File: config.mk
export PLATFORM = sky130hd
export DESIGN_NAME = mac_seq_ctrl
export DESIGN_NICKNAME = d
export VERILOG_FILES = /design/src/rtl/conv_pkg.sv /design/src/rtl/mac_addr_gen.sv /design/src/rtl/mac_seq_ctrl.sv
export SDC_FILE = /design/constraint.sdc
export NUM_CORES = 1
export LEC_CHECK = 0
export CORE_AREA = 2 2 112 114
export CTS_BUF_LIST = sky130_fd_sc_hd__clkbuf_8
export CTS_CLUSTER_DIAMETER = 200
export DETAILED_ROUTE_END_ITERATION = 6
export DIE_AREA = 0 0 114 116
export PLACE_DENSITY = 0.78
export SLEW_MARGIN = 20
export SYNTH_ARGS = -nofsm -noshare
export SYNTH_HDL_FRONTEND = slang
export SYNTH_SLANG_ARGS = --single-unit
File: constraint.sdc
create_clock -name clk -period 3.85 [get_ports clk]
set_input_delay 0.77 -clock clk [delete_from_list [all_inputs] [get_ports clk]]
set_output_delay 0.77 -clock clk [all_outputs]
set_load 0.01 [all_outputs]
File: src/rtl/conv_pkg.sv
`default_nettype none
// ============================================================================
//  Module   : conv_pkg
//  Purpose  : Shared definitions for the conv datapath sequencers: operand
//             width, default accumulator width and the MAC sequencer states.
//  Ports    : none (package)
//  Revision : 1.0  initial release
// ============================================================================
package conv_pkg;

    localparam int OPND_W        = 8;
    localparam int ACC_W_DEFAULT = 32;

    typedef enum logic [1:0] {
        IDLE  = 2'd0,
        FETCH = 2'd1,
        DRAIN = 2'd2,
        DONE  = 2'd3
    } state_t;

endpackage
`default_nettype wire

File: src/rtl/mac_addr_gen.sv
`default_nettype none
// ============================================================================
//  Module   : mac_addr_gen
//  Purpose  : Operand address generator for the MAC sequencer. Latches both
//             base addresses and the vector length when a job is accepted,
//             then steps a shared index once per fetch cycle.
//  Ports    : clk, rst_n      clock, async active-low reset
//             load           capture base_a/base_b/len, clear the index
//             step           advance the index by one
//             base_a/base_b  first address of each operand vector
//             len            number of elements in the job
//             a_addr/b_addr  base + index, wrapping modulo 2^ADDR_W
//             last           index points at element len-1
//  Revision : 1.0  initial release
// ============================================================================
module mac_addr_gen #(
    parameter int ADDR_W = 10,
    parameter int LEN_W  = 10
) (
    input  logic              clk,
    input  logic              rst_n,
    input  logic              load,
    input  logic              step,
    input  logic [ADDR_W-1:0] base_a,
    input  logic [ADDR_W-1:0] base_b,
    input  logic [LEN_W-1:0]  len,
    output logic [ADDR_W-1:0] a_addr,
    output logic [ADDR_W-1:0] b_addr,
    output logic              last
);

    logic [ADDR_W-1:0] r_base_a;
    logic [ADDR_W-1:0] r_base_b;
    logic [LEN_W-1:0]  r_len;
    logic [LEN_W-1:0]  r_idx;
    logic [ADDR_W-1:0] w_idx_addr;

    always_ff @(posedge clk or negedge rst_n) begin
        if (!rst_n) begin
            r_base_a <= '0;
            r_base_b <= '0;
            r_len    <= '0;
            r_idx    <= '0;
        end else if (load) begin
            r_base_a <= base_a;
            r_base_b <= base_b;
            r_len    <= len;
            r_idx    <= '0;
        end else if (step) begin
            r_idx    <= r_idx + LEN_W'(1);
        end
    end

    // Resizing the index to the address width makes base+i wrap naturally.
    assign w_idx_addr = ADDR_W'(r_idx);
    assign a_addr     = r_base_a + w_idx_addr;
    assign b_addr     = r_base_b + w_idx_addr;
    assign last       = (r_idx == (r_len - LEN_W'(1)));

endmodule
`default_nettype wire

File: src/rtl/mac_seq_ctrl.sv
`default_nettype none
// ============================================================================
//  Module   : mac_seq_ctrl
//  Purpose  : Sequencer for the shared 8x8 signed multiplier. Reads len
//             operand pairs from SRAM A/B, feeds them to the external
//             multiplier, accumulates the products and returns the dot
//             product over a valid/ready handshake.
//  Ports    : clk, rst_n               clock, async active-low reset
//             start, abort             job launch / synchronous cancel
//             base_a, base_b, len      job descriptor, latched on accept
//             busy                     job in progress
//             a/b_rd_en, a/b_addr      operand SRAM read ports
//             a/b_rdata                SRAM data, one cycle after rd_en
//             mul_a, mul_b, mul_o      external multiplier interface
//             result, result_valid,
//             result_ready             dot-product output handshake
//  Revision : 1.0  initial release
// ============================================================================
module mac_seq_ctrl
    import conv_pkg::*;
#(
    parameter int ADDR_W = 10,
    parameter int LEN_W  = 10,
    parameter int ACC_W  = ACC_W_DEFAULT
) (
    input  logic              clk,
    input  logic              rst_n,
    input  logic              start,
    input  logic              abort,
    input  logic [ADDR_W-1:0] base_a,
    input  logic [ADDR_W-1:0] base_b,
    input  logic [LEN_W-1:0]  len,
    output logic              busy,
    output logic              a_rd_en,
    output logic              b_rd_en,
    output logic [ADDR_W-1:0] a_addr,
    output logic [ADDR_W-1:0] b_addr,
    input  logic [OPND_W-1:0] a_rdata,
    input  logic [OPND_W-1:0] b_rdata,
    output logic [OPND_W-1:0] mul_a,
    output logic [OPND_W-1:0] mul_b,
    input  logic [ACC_W-1:0]  mul_o,
    output logic [ACC_W-1:0]  result,
    output logic              result_valid,
    input  logic              result_ready
);

    state_t           r_state;
    state_t           w_state_nxt;
    logic             w_accept;
    logic             w_rd_en;
    logic             w_last;
    logic             r_rd_v;
    logic [ACC_W-1:0] r_acc;

    assign w_accept = (r_state == IDLE) && start;

    mac_addr_gen #(
        .ADDR_W (ADDR_W),
        .LEN_W  (LEN_W)
    ) u_addr_gen (
        .clk    (clk),
        .rst_n  (rst_n),
        .load   (w_accept),
        .step   (w_rd_en),
        .base_a (base_a),
        .base_b (base_b),
        .len    (len),
        .a_addr (a_addr),
        .b_addr (b_addr),
        .last   (w_last)
    );

    // ---------------------------------------------------------------- state
    always_ff @(posedge clk or negedge rst_n) begin
        if (!rst_n) begin
            r_state <= IDLE;
        end else begin
            r_state <= w_state_nxt;
        end
    end

    // ----------------------------------------------------------- next state
    always_comb begin
        w_state_nxt = r_state;
        case (r_state)
            IDLE: begin
                if (start) begin
                    w_state_nxt = (len != '0) ? FETCH : DONE;
                end
            end
            FETCH: begin
                if (abort) begin
                    w_state_nxt = IDLE;
                end else if (w_last) begin
                    w_state_nxt = DRAIN;
                end
            end
            DRAIN: begin
                w_state_nxt = abort ? IDLE : DONE;
            end
            DONE: begin
                // abort wins over a same-cycle handshake; both land in IDLE
                if (abort || result_ready) begin
                    w_state_nxt = IDLE;
                end
            end
            default: begin
                w_state_nxt = IDLE;
            end
        endcase
    end

    // -------------------------------------------------------------- outputs
    always_comb begin
        busy         = 1'b0;
        w_rd_en      = 1'b0;
        result_valid = 1'b0;
        case (r_state)
            FETCH: begin
                busy    = 1'b1;
                w_rd_en = 1'b1;
            end
            DRAIN: begin
                busy = 1'b1;
            end
            DONE: begin
                busy         = 1'b1;
                result_valid = 1'b1;
            end
            default: begin
                busy = 1'b0;
            end
        endcase
    end

    assign a_rd_en = w_rd_en;
    assign b_rd_en = w_rd_en;

    // ------------------------------------------------ read pipeline and MAC
    // A read issued in the aborting cycle is dropped so the returning data
    // never reaches the multiplier once the sequencer is back in IDLE.
    always_ff @(posedge clk or negedge rst_n) begin
        if (!rst_n) begin
            r_rd_v <= 1'b0;
        end else begin
            r_rd_v <= w_rd_en && !abort;
        end
    end

    always_ff @(posedge clk or negedge rst_n) begin
        if (!rst_n) begin
            r_acc <= '0;
        end else if (w_accept) begin
            r_acc <= '0;
        end else if (r_rd_v) begin
            r_acc <= r_acc + mul_o;
        end
    end

    // Operands are forced to zero between reads so the multiplier input
    // only toggles on real data.
    assign mul_a  = r_rd_v ? a_rdata : '0;
    assign mul_b  = r_rd_v ? b_rdata : '0;
    assign result = r_acc;

endmodule
`default_nettype wire
==> results.yml <==
status:
  status: "finished, final reports clean"
global_routing:
  grt.met2_usage: 0.421
  grt.busiest_layer: "met2"
  antenna_found_initial: 0
  met3_usage: 0.0429
  grt_max_degree: 76
  grtUsageMet1: 0.328
  grtUsageTotal: 0.253
  grt.overflow.total: 0
  grt_pass1_wl_mm: 26.7
  grt_pass1_vias: 5614
cts:
  clock-sinks: 75
  h-tree-depth: 3
  ctsLongestPathBuffers: 2
  root_buffer: "clkbuf_8"
  tritoncts: "built"
  clkTransAtPathRegs_ns: 0.09
  cts_buffers: 9
  insertion_delay_ns: 0.38
  holdBufCountCts: 0
finish:
  fin_cells: 997
  regArea_um2: 1880
  drive_gt1_frac: 0.0541
  fillCellCount: 999
  fin_nets: 982
  multi_input_area_um2: 3760
  area_delta_synth_final_pct: 31.8
  diodes: 0
logic_synthesis:
  synth_top_area_share: 0.320
  synth_commonest_cells: "122 x nand2_1, 75 x dfrtp_1, 52 x a21oi_1"
  syn_area_um2: 5860
  synth_nets: 840
  async_flop_share: 1.00
  postSynthAreaPerCell_um2: 8.33
  synthFlopType: "dfrtp_1"
  synth_area_leaders: "dfrtp_1 32%, ha_1 11%, nand2_1 7.8%"
  yosys.area.top_type: "dfrtp_1"
  yosys_register_bits: 75
  yosysSeqAreaShare: 0.320
  yosysWarnings: 0
  synthCells: 703
  synth-edff-count: 0
  synth.most_common_cell: "nand2_1"
  yosysUniqueCellTypes: 61
worst_setup_path:
  critPathMaxStageDelay_ns: 0.57
  cp.required_ns: 3.08
  crit_chain: "ha_1, inv_1, fa_1, nor2b_1, o21ai_1, a21boi_1, o21ai_1, nand2b_1, a21o_1, a21oi_2, xnor2_1, clkdlybuf4s50_1"
  cp_data_arrival_time_ns: 3.07
  cp_common_cell: "o21ai_1"
  critPathTopFamily: "buffers and inverters"
  crit_type: "reg2out"
  cp_slowest_cell: "clkdlybuf4s50_1"
  crit_buf_inv: 2
  startpoint_type: "flip-flop"
  cp-end-kind: "primary output"
  crit_fanout: 6
sta:
  finalMaxSlewViolations: 0
  tightest_slew_ns: 0.992
  finalCritPeriodShare: 0.997
  setup_slack_ns: 0.0114
  relSlewSlack: 0.339
  final_hold_viol_count: 0
  setup-violations-final: 0
  rsz0062_at_grt: "true"
  fmax_mhz: 261
  fin_skew_ns: 0.0103
  fin_crit_ns: 3.84
route:
  wirelength_mm: 16.6
  routedWlPerCell_um: 16.7
  vias: 5697
  first_iter_violations: 330
  postRouteAntennaNets: 0
  first_pass_iters: 5
  via_per_inst: 5.71
  remaining_drc_errors: 0
floorplanning:
  fp.dieW_um: 114
  die_h_um: 116
  boundaryPins: 155
  dieArea_um2: 13200
  start_util: 0.492
  core_um2: 11900
  rows: 40
power:
  ir_worst_vdd_mv: 0.322
  clkPwrFrac: 0.120
  p_leak_uw: 0.00356
  power_frac_seq: 0.265
  switching_share: 0.434
  p_sw_uw: 2130
  internal_power_uw: 2770
  comb_power_share: 0.615
  cellPowerDensity_nw_per_um2: 635
place:
  dp_slack_ns: 0.274
  place_congestion: 0.859
  dpl.hpwl_mm: 12.2
  io_buffers: 154
  placedCellCount: 976
job:
  drv_cap: 0
hold_path:
  worst_hold_path_type: "reg2reg"
==> flip-flops by register name, summed over array words and instances, names as in the netlist <==
register and flops:
result 32, u_addr_gen.r_base_a 10, u_addr_gen.r_base_b 10, u_addr_gen.r_idx 10, u_addr_gen.r_len 10, r_state 2
r_rd_v 1
==> area by class of cell <==
type                            count  area share
Clock inverter                      5     0.00373
Sequential cell                    75       0.244
Timing Repair Buffer              163       0.209
Tap cell                          147      0.0238
Clock buffer                       11      0.0196
Multi-Input combinational cell    569       0.487
Inverter                           27      0.0131
==> worst register-to-register path, stage by stage, from the launching register on <==
cell     delay [ns]
dfrtp_1        0.37
ha_1           0.20
inv_1          0.06
fa_1           0.37
nor2b_1        0.20
o31a_1         0.19
a21o_1         0.15
o21a_1         0.31
a31oi_1        0.20
a21bo_2        0.26
xor2_1         0.14
a21oi_1        0.16
==> power groups by stage <==
stage	Sequential (uW)	Clock (uW)	Combinational [uW]
2_1_floorplan	1300	0	1830
5_1_grt	1340	626	3300
3_3_place_gp	1300	0	2870
4_1_cts	1300	593	2980
6_report	1300	588	3020
3_5_place_dp	1310	0	2940
==> final timing paths <==
| kind | start | to | slack, ns | cells past startpoint |
|---|---|---|---|---|
| max in group asynchronous | rst_n | r_rd_v | 2.60 | 1 |
| worst max register to register | result[0] | result[30] | 1.16 | 11 |
| min in group asynchronous | rst_n | result[14] | 0.55 | 1 |
| worst min register to register | u_addr_gen.r_base_a[3] | u_addr_gen.r_base_a[3] | 0.48 | 2 |
| worst max-delay path | u_addr_gen.r_idx[0] | b_addr[8] | 0.01 | 12 |
| worst min-delay path | u_addr_gen.r_base_a[3] | u_addr_gen.r_base_a[3] | 0.48 | 2 |
==> placed cells by master, fill, tap and decap left out, types with 3 or more instances in the layout <==
cell type	instances
a211oi_1	4
a21boi_0	3
a21o_1	18
a21oi_1	50
a31oi_1	5
and2_1	20
and3_1	4
and4_1	4
buf_4	10
clkbuf_8	11
clkdlybuf4s50_1	150
dfrtp_1	72
dfrtp_2	3
dlymetal6s2s_1	3
fa_1	3
ha_1	51
inv_1	26
mux2i_1	18
nand2_1	122
nand2b_1	7
nand3_1	17
nand4_1	8
nor2_1	48
nor2b_1	6
nor3_1	11
nor4_1	4
o211ai_1	8
o21a_1	7
o21ai_0	46
o21ai_1	7
o21bai_1	4
o22ai_1	4
xnor2_1	34
xor2_1	22
==> cell families (layout without fill, tap and decap cells) <==
family,Yosys count,in the layout,synth area share
buffers and inverters,59,206,0.0395
AOI/OAI and AO/OA,181,181,0.199
and+or+nand+nor,259,259,0.206
adders and majority gates,54,54,0.119
DFF,75,75,0.320
muxes,19,19,0.0327
xor gates and xnor gates,56,56,0.0837
==> through the flow <==
stage	total power [uW]	utilization	area, um2	hold slack, ns	setup TNS [ns]
2_1_floorplan	3130	-	5860	0.450	0
3_3_place_gp	4170	0.628	7480	0.467	0
3_5_place_dp	4250	0.628	7480	0.468	0
4_1_cts	4870	0.645	7680	0.488	0
5_1_grt	5260	0.648	7720	0.511	-0.139
6_report	4900	0.648	7720	0.484	0
==> routing by layer <==
layer	vias up	part of all wire
li1	2739	-
met4	0	0.022
met1	2720	0.44
met3	29	0.058
met5	-	0
met2	209	0.48
==> repair_timing <==
item                                   4_1_cts  5_1_grt
setup endpoints to repair                    5        5
pin swaps                                    2        3
buffers inserted                             2        3
endpoints found under the hold margin        0        0
gates resized for setup                      8        6
(Power assumes the default switching activity.)
